<file path="src/rtl/signal_shrinker.sv">
// Trailing-edge-aligned pulse shrinker: trims the first L-1 cycles of each SIG_IN pulse,
// drops pulses shorter than L, applies a re-trigger holdoff and reports qualified pulse widths.
module signal_shrinker #(
  parameter int MAX_SHRINK_LEN_WIDTH = 5,
  parameter int WIDTH_CNT_WIDTH      = 16
) (
  input  logic                            CLK,
  input  logic                            RESET,
  input  logic [MAX_SHRINK_LEN_WIDTH-1:0] SHRINK_LEN,
  input  logic [MAX_SHRINK_LEN_WIDTH-1:0] HOLDOFF_LEN,
  input  logic                            SIG_IN,
  output logic                            SIG_OUT,
  output logic                            RISE_PULSE,
  output logic                            WIDTH_VALID,
  output logic [WIDTH_CNT_WIDTH-1:0]      WIDTH_OUT
);

  localparam int MSLW = MAX_SHRINK_LEN_WIDTH;
  localparam int WCW  = WIDTH_CNT_WIDTH;
  localparam int CW   = (WCW > MSLW + 1) ? WCW : MSLW + 1;

  localparam logic [1:0] ST_IDLE    = 2'd0;
  localparam logic [1:0] ST_ARMING  = 2'd1;
  localparam logic [1:0] ST_ACTIVE  = 2'd2;
  localparam logic [1:0] ST_HOLDOFF = 2'd3;

  localparam logic [MSLW:0]   E_ONE    = 1;
  localparam logic [MSLW-1:0] R_ONE    = 1;
  localparam logic [WCW-1:0]  WCNT_ONE = 1;
  localparam logic [CW-1:0]   WCNT_CAP = CW'({WCW{1'b1}});

  logic [1:0]      state;
  logic [MSLW-1:0] len_q;
  logic [MSLW-1:0] hold_q;
  logic [MSLW-1:0] run;
  logic [MSLW-1:0] ho;
  logic [WCW-1:0]  wcnt;

  logic [MSLW:0]   eff_len;
  logic [MSLW:0]   hold_ext;
  logic [MSLW:0]   run_nxt;
  logic [MSLW:0]   ho_nxt;
  logic [CW-1:0]   len_ext;
  logic [WCW-1:0]  wcnt_init;
  logic [WCW-1:0]  wcnt_sat;

  // A zero length behaves as one; the initial width count saturates if L exceeds the counter range
  always_comb begin
    eff_len   = (len_q == '0) ? E_ONE : {1'b0, len_q};
    hold_ext  = {1'b0, hold_q};
    run_nxt   = {1'b0, run} + E_ONE;
    ho_nxt    = {1'b0, ho} + E_ONE;
    len_ext   = CW'(eff_len);
    wcnt_init = (len_ext > WCNT_CAP) ? '1 : len_ext[WCW-1:0];
    wcnt_sat  = (wcnt == '1) ? wcnt : wcnt + WCNT_ONE;
  end

  always_ff @(posedge CLK) begin
    if (RESET) begin
      state       <= ST_IDLE;
      len_q       <= SHRINK_LEN;
      hold_q      <= HOLDOFF_LEN;
      run         <= '0;
      ho          <= '0;
      wcnt        <= '0;
      SIG_OUT     <= 1'b0;
      RISE_PULSE  <= 1'b0;
      WIDTH_VALID <= 1'b0;
      WIDTH_OUT   <= '0;
    end else begin
      RISE_PULSE  <= 1'b0;
      WIDTH_VALID <= 1'b0;
      case (state)
        ST_IDLE: begin
          if (SIG_IN) begin
            if (eff_len == E_ONE) begin
              state      <= ST_ACTIVE;
              SIG_OUT    <= 1'b1;
              RISE_PULSE <= 1'b1;
              wcnt       <= WCNT_ONE;
            end else begin
              state <= ST_ARMING;
              run   <= R_ONE;
            end
          end
        end
        ST_ARMING: begin
          if (!SIG_IN) begin
            state <= ST_IDLE;
            run   <= '0;
          end else if (run_nxt == eff_len) begin
            state      <= ST_ACTIVE;
            SIG_OUT    <= 1'b1;
            RISE_PULSE <= 1'b1;
            wcnt       <= wcnt_init;
            run        <= '0;
          end else begin
            run <= run_nxt[MSLW-1:0];
          end
        end
        ST_ACTIVE: begin
          if (SIG_IN) begin
            wcnt <= wcnt_sat;
          end else begin
            SIG_OUT     <= 1'b0;
            WIDTH_OUT   <= wcnt;
            WIDTH_VALID <= 1'b1;
            ho          <= '0;
            state       <= (hold_q != '0) ? ST_HOLDOFF : ST_IDLE;
          end
        end
        ST_HOLDOFF: begin
          if (ho_nxt == hold_ext) begin
            state <= ST_IDLE;
            ho    <= '0;
          end else begin
            ho <= ho_nxt[MSLW-1:0];
          end
        end
        default: state <= ST_IDLE;
      endcase
    end
  end

endmodule

</file>
<file path="config.mk">
export PLATFORM = sky130hd
export DESIGN_NAME = signal_shrinker
export DESIGN_NICKNAME = d
export VERILOG_FILES = /design/src/rtl/signal_shrinker.sv
export SDC_FILE = /design/constraint.sdc
export NUM_CORES = 1
export LEC_CHECK = 0
export ABC_AREA = 0
export BUFFER_PORTS_ARGS = -buffer_cell sky130_fd_sc_hd__buf_2
export CELL_PAD_IN_SITES_DETAIL_PLACEMENT = 1
export CELL_PAD_IN_SITES_GLOBAL_PLACEMENT = 1
export CORE_UTILIZATION = 30
export CTS_CLUSTER_SIZE = 10
export DETAILED_ROUTE_END_ITERATION = 6
export GPL_ROUTABILITY_DRIVEN = 1
export PLACE_DENSITY = 0.55
export SETUP_SLACK_MARGIN = 0.3
export SLEW_MARGIN = 20
export SYNTH_ARGS = -nofsm -noshare
export SYNTH_HDL_FRONTEND = slang
export SYNTH_SLANG_ARGS = --single-unit
</file>
<file path="constraint.sdc">
create_clock -name CLK -period 5.2 [get_ports CLK]
set_input_delay 0.78 -clock CLK [delete_from_list [all_inputs] [get_ports CLK]]
set_output_delay 0.78 -clock CLK [all_outputs]
set_load 0.03 [all_outputs]
</file>
Yosys cells after proc, flatten, opt, wreduce, memory -nomap -nowiden
Cells that the tools add are included.
{"block": "word_totals", "ff_bits": 57, "latch_bits": 0, "ram_bits": 0, "mem_bits_ro": 0, "input_bits": 13, "word_cells": 81, "n_memories": 0}
{"block": "classes", "addsub": 3, "mul": 0, "div": 0, "order_cmp": 0, "n_eq_ne": 17, "n_shift": 0, "n_mux": 36, "bitwise_logic": 2, "n_reduce_logical": 13}
{"op": "$mux 16", "n": 6}
{"op": "$pmux 16 s3", "n": 1}
{"op": "$mux 5", "n": 7}
{"op": "$pmux 5 s2", "n": 2}
{"op": "$ne 2x2->1 const B", "n": 9}
{"op": "$add 16x1->16 const B", "n": 1}
{"op": "$eq 16x16->1 const B", "n": 1}
{"op": "$mux 2", "n": 7}
{"op": "$add 5x1->6 const B", "n": 2}
{"op": "$eq 6x5->1", "n": 2}
{"op": "$mux 1", "n": 10}
{"op": "$pmux 2 s4", "n": 1}
{"op": "$reduce_and 7->1", "n": 1}
{"op": "$reduce_and 6->1", "n": 1}
{"op": "$eq 5x1->1 const B", "n": 1}
{"op": "$logic_not 5->1", "n": 1}
{"op": "$reduce_bool 5->1", "n": 1}
{"op": "$eq 2x2->1 const B", "n": 2}
{"op": "$reduce_and 2->1", "n": 2}
{"op": "$reduce_and 4->1", "n": 1}
{"op": "$reduce_bool 2->1", "n": 2}
{"op": "$ne 3x3->1 const B", "n": 1}
{"op": "$pmux 1 s3", "n": 1}
{"op": "$reduce_and 3->1", "n": 1}
{"op": "6 further kinds", "n": 7}

Depth between registers and ports, before layout
{"block": "logic_depth", "ltp_word": 6, "ltp_mapped": 9}

Least setup slack after synthesis
Ideal clock, no wire load.
{"block": "synth_path", "kind": "register to register", "from": "reg len_q[4]", "to": "reg wcnt[11]", "setup_time_ps": 117, "t_arrival_ps": 2029, "setup_slack_ps": 3054, "path_stages_with_launch": 8, "n_path_buf": 1, "synth_period_minus_slack_ps": 2146, "cell_sequence": "edfxtp_1 > nor4_4 > nor3_1 > o41ai_4 > and3_4 > buf_6 > o21ai_1 > a32o_1"}
{"block": "synth_via", "elab_chain_len": 5}
{"element": "from (decl)", "line": "33", "rtl": "logic [MSLW-1:0] len_q;"}
{"element": "from (signal assigned)", "line": "61", "rtl": "len_q <= SHRINK_LEN;"}
{"element": "$logic_not 5->1", "line": "49", "rtl": "eff_len = (len_q == '0) ? E_ONE : {1'b0, len_q};"}
{"element": "$mux 5 *", "line": "49"}
{"element": "$eq 6x5->1 or $eq 5x1->1 (tied branches)", "line": "91, 76"}
{"element": "$ne 2x2->1 (no line)"}
{"element": "$reduce_and 7->1 (no line) *"}
{"element": "to (signal assigned)", "line": "95", "rtl": "wcnt <= wcnt_init;"}
{"element": "to (signal assigned)", "line": "103", "rtl": "wcnt <= wcnt_sat;"}
{"element": "to (decl)", "line": "37", "rtl": "logic [WCW-1:0] wcnt;"}
Mark *: on every way between the ends. The rest lies on a longest branch, timed or not.
A chain may end at the register's enable or synchronous reset.

Worst setup path in the final report
{"block": "layout_path", "from": "reg run[0]", "to": "reg wcnt[10]"}
{"block": "layout_via", "elab_chain_len": 4}
{"element": "from (decl)", "line": "35", "rtl": "logic [MSLW-1:0] run;"}
{"element": "from (signal assigned)", "line": "98", "rtl": "run <= run_nxt[MSLW-1:0];"}
{"element": "$add 5x1->6", "line": "51", "rtl": "run_nxt = {1'b0, run} + E_ONE;"}
{"element": "$eq 6x5->1", "line": "91", "rtl": "end else if (run_nxt == eff_len) begin"}
{"element": "$ne 2x2->1 (no line)"}
{"element": "$reduce_and 7->1 (no line)"}
Every way passes these cells.

==> impl_results.md <==
- Status: finished, final reports clean
- DR WL/cell: approximately 16 µm
- Die Ht: slightly above 100 µm
- Ports: 32
- FMAX: approximately 400 MHz
- Placed cell count: between 400 and 500
- Number of gates resized after CTS: 0
- Crit path from: run[0]
- Fillers: approximately 1,100
- Mapped cell area: 0.00295 mm²
- Final number of hold-violating endpoints: 0
- Hold endpoint: WIDTH_OUT[0]
- Row count: 35
- Tcrit/Tclk final: 0.483
- # diodes: 0
- Die W: approximately 100 µm
- CP max FO: 10
- Htree depth: 3
- Post-synth top flop: dfxtp_1
- Syn Area/Cell: roughly 8.6 µm²
- Min-delay src: WIDTH_OUT[0]
- Sum Neg Setup Slack: 0 ns
- Pwr/cell area: 375 mW/mm²
- Hold Buf Count CTS: 0
- Hold crit path type: register to register
- Min Tclk post-route: about 2.5 ns
- Vias in the first global route: about 2,700
- WHS Path Cells: 2
- Initial DRT Pass Iterations: 4
- Slew HR: 0.370
- Leak pwr: between 1 and 1.5 nW
- Layout cell share with drive strength beyond 1: 0.154
- Post-Syn Nets: between 300 and 400
- Worst Clk Skew: roughly 0.0077 ns
- Finished Layout Cells: 506
- Starting Density: 0.315
- DP Worst Slack: 2.33 ns
- # DRC: 0
- R2R Setup Slk: about 2.7 ns
- Pins Over Slew Limit: 0
- First-pass GRT wire length: about 14 mm
- Layout net count: 393
- Detailed Place HPWL: ~5.5 mm
- Slew at the pin closest to its max-slew limit: 0.937 ns
- CP required: 5.49 ns
- Post-synthesis cell type count: between 60 and 70
- Largest net degree at the start of global routing: 56
- Antenna violations before repair: 0
- Antenna viol nets, final: 0
- Total of warnings raised by yosys: 0
- Mean number of vias per cell: 5.25
- CTS Sinks: between 50 and 60
- Worst-case reg-to-reg path depth: 7
- Global placement routability congestion: slightly below 0.8
- Fraction of registers with async set/reset: 0
- Number of synthesized flops with an enable pin: 10
- DR iter-0 viols: 113
- Sequential fraction of the synthesis area: 0.421
- Crit start category: register
- Mapped Cells: 344
- Worst R2R End: wcnt[10]
- Total CTS buffers: 9
- Clk root buf: clkbuf_8
- PnR worst setup slack: 2.69 ns
- Post-CTS setup buffer count: 0
- Clock latency on the worst-skew pair: ~0.35 ns
- Max-capacitance violation count: 0
- VDD IR max: 0.117 mV
- Setup violators final: 0
- Final wirelength: just over 8 mm
- CTS tree: yes
- Worst R2R Start: run[0]
- CTS clk-pin slew, worst paths: approximately 0.070 ns
- Input/output buffers: 31
- WS Path Type: register to register
- Combined global-route utilization of all metal layers: 0.178
- Yosys reg bits: 57
- Gr ovfl total: 0
- CP endpoint kind: register
- RSZ-0062 raised after global routing: no
- Die area: between 0.01 and 0.015 mm²
- Worst Path Arrival: roughly 2.8 ns
- Total number of vias: approximately 2,700
- Synth-to-layout area growth: 14.5%
- Core box area: between 0.009 and 0.01 mm²
- CTS max path bufs: 2
[power by group]
part / total, mW / switching, mW / internal (mW)
clock network: 0.396 / 0.186 / 0.210
registers: 0.510 / 0.0337 / 0.476
logic: 0.362 / 0.245 / 0.117
total: 1.27 / 0.464 / 0.804
[layer usage]
metal / GRT usage / routed length, µm
met5: 0 / 0
met4: 0.0702 / 136
met3: 0.0414 / 239
met1: 0.230 / 3890
met2: 0.287 / 3780
[Yosys cell counts, types with 3 or more instances]
cell       n  area (µm²)
xor2_1     4        35.0
a32o_1     6        60.1
o21ai_1    7        35.0
nand3_1   25         125
clkbuf_1  11        41.3
a31oi_1    3        18.8
and2_1     4        25.0
and4_1     4        35.0
o21ai_0   15        75.1
o41ai_1    3        26.3
nor3_1     9        45.0
edfxtp_1  10         300
nor2_1    13        48.8
ha_1       7        87.6
dfxtp_1   47         941
nand4_1    9        56.3
a21oi_1   34         170
inv_1     11        41.3
nand2_1   61         229
xnor2_1    7        61.3
nor4_1     3        18.8
nor2b_1    3        18.8
[through the flow]
step / power (mW) / utilization / area (µm²) / hold WS, ns
2_1_floorplan: 0.788 / - / 2950 / 0.454
3_3_place_gp: 0.882 / 0.341 / 3200 / 0.444
3_5_place_dp: 0.885 / 0.341 / 3200 / 0.448
4_1_cts: 1.29 / 0.361 / 3380 / 0.457
5_1_grt: 1.35 / 0.361 / 3380 / 0.481
6_report: 1.27 / 0.361 / 3380 / 0.452
[layout make-up]
cell class,count,area (µm²),share of cell area
Clock buffer,12,166,0.0492
Clock inverter,3,15.0,0.00444
Inverter,12,45.0,0.0133
Multi-Input combinational cell,260,1580,0.468
Sequential cell,57,1240,0.367
Tap cell,129,161,0.0478
Timing Repair Buffer,33,170,0.0504
[registers in the layout, summed over array words and instances (netlist names), 2 cells and up]
register and count:
WIDTH_OUT 16, ho 5, hold_q 5, len_q 5
run 5, state 2, wcnt 16
[worst max-delay path: stages (launching register included)]
cell     delay, ns
dfxtp_1       0.45
ha_1          0.32
or3b_1        0.39
a211o_1       0.32
nand4_1       0.16
nand3_2       0.26
nor2_2        0.35
a32o_1        0.21
[cell usage in the layout, fill, tap and decap left out, types with 3 or more instances in the layout]
cell type,count
nor4_1,3
dfxtp_1,47
o41ai_1,3
nor2_1,13
xor2_1,4
nand2_1,61
and2_1,4
nor2b_1,3
a32o_1,6
ha_1,7
inv_1,11
xnor2_1,7
clkbuf_8,10
nand3_1,25
o21ai_0,15
buf_2,31
nand4_1,9
nor3_1,9
a31oi_1,3
a21oi_1,34
o21ai_1,7
and4_1,4
edfxtp_1,10
clkinv_2,3
[logic make-up after synthesis]
| group | Yosys count | share of synthesized area |
|---|---|---|
| AO/OA/AOI/OAI | 89 | 0.199 |
| XOR/XNOR | 12 | 0.0403 |
| adder cells (fa/ha/maj) | 7 | 0.0297 |
| buffers and inverters | 27 | 0.0441 |
| flip-flops | 57 | 0.421 |
| multiplexers | 1 | 0.00339 |
| AND/OR/NAND/NOR | 151 | 0.263 |
[worst max path at each step]
stage                     slack [ns]  endpoint
final                           2.69  wcnt[10]
after CTS                       2.70    run[2]
after global placement          2.36    run[2]
after global routing            2.44     ho[2]
after floorplan                 3.05  wcnt[11]
after detailed placement        2.33     ho[2]
No activity file was read; power rests on OpenSTA's default activity.
